--- config.mk ---
export PLATFORM = sky130hd
export DESIGN_NAME = oam_dma_controller
export DESIGN_NICKNAME = d
export VERILOG_FILES = /design/src/rtl/oam_dma_controller.sv
export SDC_FILE = /design/constraint.sdc
export NUM_CORES = 1
export LEC_CHECK = 0
export ABC_AREA = 1
export BUFFER_PORTS_ARGS = -buffer_cell sky130_fd_sc_hd__buf_2
export CORE_ASPECT_RATIO = 0.75
export CORE_UTILIZATION = 30
export DETAILED_ROUTE_END_ITERATION = 16
export PLACE_DENSITY_LB_ADDON = 0.05
export SLEW_MARGIN = 20
export SYNTH_ARGS = -nofsm -noshare
export SYNTH_HDL_FRONTEND = slang
export SYNTH_SLANG_ARGS = --single-unit
--- constraint.sdc ---
create_clock -name clk -period 1.9 [get_ports clk]
set_clock_uncertainty 0.15 [all_clocks]
set_input_delay 0 -clock clk [delete_from_list [all_inputs] [get_ports clk]]
set_output_delay 0 -clock clk [all_outputs]
set_load 0.03 [all_outputs]
--- src/rtl/oam_dma_controller.sv ---
// Sprite DMA engine: snoops CPU writes to the DMA page register, stalls the
// CPU through rdy, and copies one 256-byte page to the OAM data port.
// When idle the CPU bus is passed straight through to memory.
module oam_dma_controller #(
  parameter int                    ADDR_WIDTH    = 16,
  parameter int                    REG_WIDTH     = 8,
  parameter logic [ADDR_WIDTH-1:0] DMA_REG_ADDR  = 16'h4014,
  parameter logic [ADDR_WIDTH-1:0] OAM_DATA_ADDR = 16'h2004
) (
  input  logic                  clk,
  input  logic                  reset,
  input  logic [ADDR_WIDTH-1:0] cpu_addr,
  input  logic [REG_WIDTH-1:0]  cpu_dout,
  input  logic                  cpu_we,
  input  logic [REG_WIDTH-1:0]  mem_din,
  output logic [ADDR_WIDTH-1:0] mem_addr,
  output logic [REG_WIDTH-1:0]  mem_dout,
  output logic                  mem_we,
  output logic                  rdy,
  output logic                  dma_active,
  output logic [7:0]            xfer_index
);

  typedef enum logic [2:0] {
    IDLE  = 3'd0,
    HALT  = 3'd1,
    ALIGN = 3'd2,
    READ  = 3'd3,
    WRITE = 3'd4
  } state_t;

  state_t               state, state_d;
  logic                 parity;
  logic [REG_WIDTH-1:0] page;
  logic [7:0]           index;
  logic [REG_WIDTH-1:0] data_latch;

  logic                 trigger;
  logic                 load_page;
  logic                 inc_index;
  logic                 latch_data;

  assign trigger = cpu_we && (cpu_addr == DMA_REG_ADDR);

  // State, alignment parity and transfer bookkeeping registers
  always_ff @(posedge clk) begin
    if (reset) begin
      state      <= IDLE;
      parity     <= 1'b0;
      page       <= '0;
      index      <= '0;
      data_latch <= '0;
    end else begin
      state  <= state_d;
      parity <= ~parity;
      if (load_page) begin
        page  <= cpu_dout;
        index <= '0;
      end else if (inc_index) begin
        index <= index + 8'd1;
      end
      if (latch_data) begin
        data_latch <= mem_din;
      end
    end
  end

  // Next-state decode and memory bus steering
  always_comb begin
    state_d    = state;
    load_page  = 1'b0;
    inc_index  = 1'b0;
    latch_data = 1'b0;
    mem_addr   = cpu_addr;
    mem_dout   = cpu_dout;
    mem_we     = 1'b0;
    case (state)
      IDLE: begin
        // The triggering write still reaches memory.
        mem_we = cpu_we;
        if (trigger) begin
          load_page = 1'b1;
          state_d   = HALT;
        end
      end
      HALT: begin
        // Reads must land on even-parity cycles; insert ALIGN otherwise.
        state_d = parity ? READ : ALIGN;
      end
      ALIGN: begin
        state_d = READ;
      end
      READ: begin
        // Page and index are concatenated, so there is no carry out of the page.
        mem_addr   = {page, index};
        latch_data = 1'b1;
        state_d    = WRITE;
      end
      WRITE: begin
        mem_addr = OAM_DATA_ADDR;
        mem_dout = data_latch;
        mem_we   = 1'b1;
        if (index == 8'hFF) begin
          state_d = IDLE;
        end else begin
          inc_index = 1'b1;
          state_d   = READ;
        end
      end
      default: begin
        state_d = IDLE;
      end
    endcase
  end

  // CPU handshake derived from registered state only
  assign rdy        = (state == IDLE);
  assign dma_active = (state != IDLE);
  assign xfer_index = index;

endmodule
==> flow_metrics.tcl, run 1 <==
set metrics [dict create \
    fmax_ghz 0.5693 \
    slowest_delay_ps 340 \
    hold_viol 0 \
    grt.overflow.total 0 \
    relSlewSlack 0.6343 \
    dominantRegCellSynth "dfxtp_1" \
    cp_num_buf_inv 3 \
    hold_depth 7 \
    syn_nets 305 \
    seq_area_frac_synth 0.3205 \
    critPathSlowestCell "dfxtp_1" \
    pwr-share-clk 0.334 \
    worstPathArrival_ps 1610 \
    start_kind "flip-flop" \
    rr_endpoint "xfer_index[3]" \
    peakVddDrop_v 0.0002882 \
    ctsHtreeMaxLevel 1 \
    finalSetupTns_ps 0 \
    initial_utilization 0.3199 \
    drive_gt1_frac 0.3081 \
    tightestPinTransition_ps 548.0 \
    rsz0062_at_grt "false" \
    synthCells 269 \
    min_period_over_period 0.9245 \
    p_per_area_nw_per_um2 596.2 \
    crit_path_end_kind "output pin" \
    grt_pass1_vias 1710 \
    clkTransAtPathRegs_ps 100 \
    netlist_top_cells_area "dfxtp_1 32%, nand2_1 13%, inv_1 9.4%" \
    worstPathRequired_ps 1750 \
    place_area_um2 2193 \
    async_flop_share 0 \
    io_pins 70 \
    track_usage 0.1762 \
    antenna_cells 0 \
    clk_path_buf_depth 2 \
    yosysMostFrequentCell "nand2_1" \
    min_to "page[4]" \
    hp-start "cpu_addr[13]" \
    std_cell_rows 23 \
    synth_edf_count 0 \
    wl_um 5149 \
    cts_setup_buffers 0 \
    period_needed_ps 1757 \
    ys_warn_count 0 \
    final_nets 394 \
    path_cells "inv_2, nand2_2, nor2_4, buf_4, nand2_1, o21ai_0, buf_2" \
    drv_cap 0 \
    pwr-share-seq 0.414 \
    die_height_um 68.13 \
    hp-class "primary input to flip-flop" \
    wl_per_cell_um 11.92 \
    dp_slack_ps 327.7 \
    antenna_found_initial 0 \
    final_max_slew_viol_count 0 \
    clock_sinks 28 \
    r2r_start "xfer_index[1]" \
    ant_nets 0 \
    rr_worst_depth 9 \
    grt_start_max_net_pins 18 \
    crit_type "flip-flop to output pin" \
    die_w_um 90.17 \
    p_switching_uw 448.2 \
    viasPerCell 4.350 \
    synth_area_um2 1749 \
    yosys.area.top_type "dfxtp_1" \
    gp_congestion 0.8371 \
    dp_hpwl_um 3878 \
    vias 1879 \
    cts_tree "built" \
    combPwrFrac 0.251 \
    grt_first_pass_wirelength_um 8411 \
    port_buffers 69 \
    first_pass_iters 4 \
    fin_area_um2 2446 \
    first_iter_violations 100 \
    timing.final.ws_setup_ps 143.5 \
    internal_power_uw 1010 \
    ys_ff_latch 28 \
    setup_viol 0 \
    crit_fanout 16 \
    clock_latency_ps 280 \
    die_area_um2 6143 \
    r2r_setup_slack_ps 360 \
    drcViolationCount 0 \
    switching_share 0.3073 \
    root_buffer "clkbuf_8" \
    synthDistinctLibCells 26 \
    power_leakage_uw 0.001231 \
    cts_made_buffers 3 \
    synth_commonest_cells "62 x nand2_1, 44 x inv_1, 34 x nor2_1" \
    crit_family "buffers and inverters" \
    coreArea_um2 5468 \
    fin_util 0.4474 \
    avgSynthCellArea_um2 6.503 \
    critical_path_cell_count 7 \
    status "completed" \
    netlist.area_leader.share 0.3205 \
    syn2layout_area_growth_pct 39.84 \
]
-- layout make-up --
class | instances | area [um^2]
Fill cell | 613 | 3022
Inverter | 49 | 191.4
Timing Repair Buffer | 93 | 580.6
Clock buffer | 3 | 41.29
Tap cell | 75 | 93.84
Clock inverter | 1 | 30.03
Sequential cell | 28 | 561.8
Multi-Input combinational cell | 183 | 947.2
-- metrics by stage --
step / power [uW] / hold WS (ps) / cells
after floorplan: 835.6 / -83.31 / 269
after global placement: 960.6 / 73.52 / 411
after detailed placement: 959.1 / 78.11 / 411
after CTS: 1474 / 88.23 / 432
after global routing: 1524 / 111.1 / 432
final: 1458 / 97.03 / 432
-- flip-flops by register name, indices dropped and copies added, names as in the netlist --
register	count
page	8
data_latch	8
parity	1
state	3
xfer_index	8
-- kinds of logic after synthesis --
kind of cell,share of synthesized area
buf+inv,0.1409
compound gates,0.1245
simple gates,0.4020
fa+ha+maj,0.007152
xor+xnor,0.005008
flops,0.3205
-- worst max path at each step --
stage,from,end,slack (ps)
after floorplan,state[1],mem_addr[1],220
after global placement,state[1],mem_addr[1],350
after detailed placement,state[0],mem_addr[1],330
after CTS,state[2],mem_addr[1],30
after global routing,state[0],mem_addr[1],20
final,state[0],mem_dout[5],140
-- repair_timing --
item                       in CTS  in global routing
setup endpoints to repair       1                 10
resized for setup               1                  4
hold endpoints to repair       20                  0
hold buffers                   17                  0
-- layout by cell type (no fill, tap or decap), types with 2 or more instances in the layout --
master,n
a21oi_1,9
buf_2,69
buf_4,6
clkbuf_8,3
dfxtp_1,27
dlygate4sd3_1,17
inv_1,44
inv_2,2
inv_4,3
nand2_1,61
nand2_2,4
nand2_4,2
nand3_1,12
nand3_2,9
nand4_1,9
nor2_1,33
nor2_2,3
nor2_4,4
o21ai_0,19
o21ai_1,9
o22ai_1,4
-- power by group through the flow --
stage	logic (uW)	clock network, uW	registers, uW
after floorplan	218	0	617
after global placement	342	0	618
after detailed placement	341	0	618
after CTS	368	501	604
after global routing	398	520	606
final	366	488	604
-- layer usage --
layer	part of all wire	global-route usage	routed length (um)	vias up
met4	0.0041	0.02419	21	0
met2	0.40	0.2748	2046	55
met1	0.52	0.2513	2693	799
li1	-	-	-	1020
met3	0.075	0.04333	388	5
met5	0	0	0	-
-- worst reg2reg max path, delay by kind of cell (launching register included) --
kind                     cells  cell delay [ps]
flip-flops                   1              420
buffers and inverters        2              150
AND/OR/NAND/NOR              6              580
adder cells (fa/ha/maj)      1              200
No activity file was read; power rests on OpenSTA's default activity.
==> run 2: changes to the inputs <==
--- a/config.mk
+++ b/config.mk
@@ -7,7 +7,6 @@
 export LEC_CHECK = 0
 export ABC_AREA = 1
 export BUFFER_PORTS_ARGS = -buffer_cell sky130_fd_sc_hd__buf_2
-export CORE_ASPECT_RATIO = 0.75
 export CORE_UTILIZATION = 30
 export DETAILED_ROUTE_END_ITERATION = 16
 export PLACE_DENSITY_LB_ADDON = 0.05
==> run 2 against run 1 <==
  * Hold slack worse by 5.7 ps
  * Global-route usage is 0.56 points higher
  * Critical endpoint is now mem_addr[14]
  * Final cell count is 0.46% lower
  * Critical path type unchanged
  * Largest cell class unchanged
  * Design area is 0.67% lower
==> flow_metrics.tcl, run 2 (synthesis gave the netlist of run 1 again) <==
set metrics [dict create \
    status "completed" \
    drcViolationCount 0 \
    die_area_um2 6140 \
    relSlewSlack 0.6397 \
    die_height_um 78.36 \
    crit_path_end_kind "output pin" \
    final_nets 395 \
    first_iter_violations 100 \
    vias 1937 \
    worstPathRequired_ps 1750 \
    drive_gt1_frac 0.3073 \
    power_uw 1356 \
    port_buffers 69 \
    hold_depth 8 \
    p_per_area_nw_per_um2 558.3 \
    initial_utilization 0.3138 \
    hold_viol 0 \
    hp-class "primary input to flip-flop" \
    dp_hpwl_um 4031 \
    cts_tree "built" \
    ctsHtreeMaxLevel 1 \
    crit_fanout 8 \
    wl_um 5252 \
    rsz0062_at_grt "false" \
    start_kind "flip-flop" \
    first_pass_iters 4 \
    coreArea_um2 5574 \
    multi_input_area_um2 947.2 \
    r2r_setup_slack_ps 280 \
    min_period_over_period 0.9304 \
    final_max_slew_viol_count 0 \
    io_pins 70 \
    gp_congestion 0.7729 \
    rr_worst_depth 9 \
    tightestPinTransition_ps 539.9 \
    critPathLaunch "state[0]" \
    power_leakage_uw 0.001229 \
    syn2layout_area_growth_pct 38.91 \
    track_usage 0.1818 \
    root_buffer "clkbuf_8" \
    cts_made_buffers 3 \
    std_cell_rows 27 \
    antenna_found_initial 0 \
    grt.overflow.total 0 \
    mostFrequentLayoutCell "buf_2" \
    clk_path_buf_depth 2 \
    setup_viol 0 \
    ff_latch_area_um2 560.5 \
    final_cell_mix "69 x buf_2, 61 x nand2_1, 44 x inv_1" \
    peakVddDrop_v 0.0002757 \
    die_w_um 78.36 \
    num-fill-cells 606 \
    drv_cap 0 \
    viasPerCell 4.505 \
    grt_start_max_net_pins 18 \
    clock_sinks 28 \
    rr_endpoint "xfer_index[3]" \
    ant_nets 0 \
    grt_pass1_vias 1781 \
    hp-start "cpu_addr[13]" \
    wl_per_cell_um 12.21 \
    clkTransAtPathRegs_ps 100 \
    clock_latency_ps 280 \
    min_to "state[0]" \
    antenna_cells 0 \
    grt_first_pass_wirelength_um 8659 \
    finalSetupTns_ps 0 \
    period_needed_ps 1768 \
    crit_type "flip-flop to output pin" \
    worstPathArrival_ps 1620 \
    r2r_start "xfer_index[1]" \
    fmax_ghz 0.5657 \
]
run 2: critical path, stage by stage, from the launching register on:
cell and delay (ps):
dfxtp_1 380, inv_2 50, nand2_2 110, nor2_4 70, inv_2 170, buf_4 200, nand3_2 70, o21ai_1 80
buf_2 210
run 2: repair_timing:
| action | 4_1_cts | 5_1_grt |
|---|---|---|
| gates resized for setup | 0 | 3 |
| endpoints found under the setup margin | 0 | 13 |
| endpoints found under the hold margin | 20 | 0 |
| setup buffers | 0 | 2 |
| hold buffers | 17 | 0 |
run 2: worst max-delay path by stage:
stage	to	slack (ps)	cells past startpoint
after floorplan	mem_addr[1]	220	7
after global placement	xfer_index[3]	300	9
after detailed placement	xfer_index[3]	310	9
after CTS	mem_addr[2]	50	6
after global routing	mem_addr[14]	0.6	8
final	mem_addr[14]	130	8
run 2: cell type report:
| type | instances | area share |
|---|---|---|
| Timing Repair Buffer | 94 | 0.2420 |
| Tap cell | 72 | 0.03708 |
| Inverter | 49 | 0.07775 |
| Clock buffer | 4 | 0.02266 |
| Sequential cell | 28 | 0.2307 |
| Multi-Input combinational cell | 183 | 0.3898 |
run 2: report_power, final:
group          internal, uW  total [uW]  switching (uW)
sequential              597         605            7.63
combinational           130         365             234
clock                   186         387             201
total                   914        1360             443
run 2: routing by layer:
layer	global-route usage	part of all wire	vias up
li1	-	-	1024
met1	0.2572	0.52	874
met2	0.2912	0.44	37
met3	0.03256	0.032	2
met4	0.02778	0.0046	0
met5	0	0	-
run 2: per-stage QoR:
stage	utilization	area [um^2]	worst slack, ps	hold WS (ps)	cells
6_report	0.4359	2430	132.2	91.34	430
2_1_floorplan	-	1749	220.3	-83.31	269
5_1_grt	0.4359	2430	0.6209	115.3	430
3_3_place_gp	0.3915	2182	298.5	73.13	407
4_1_cts	0.4319	2407	47.35	88.02	428
3_5_place_dp	0.3915	2182	305.2	80.83	407
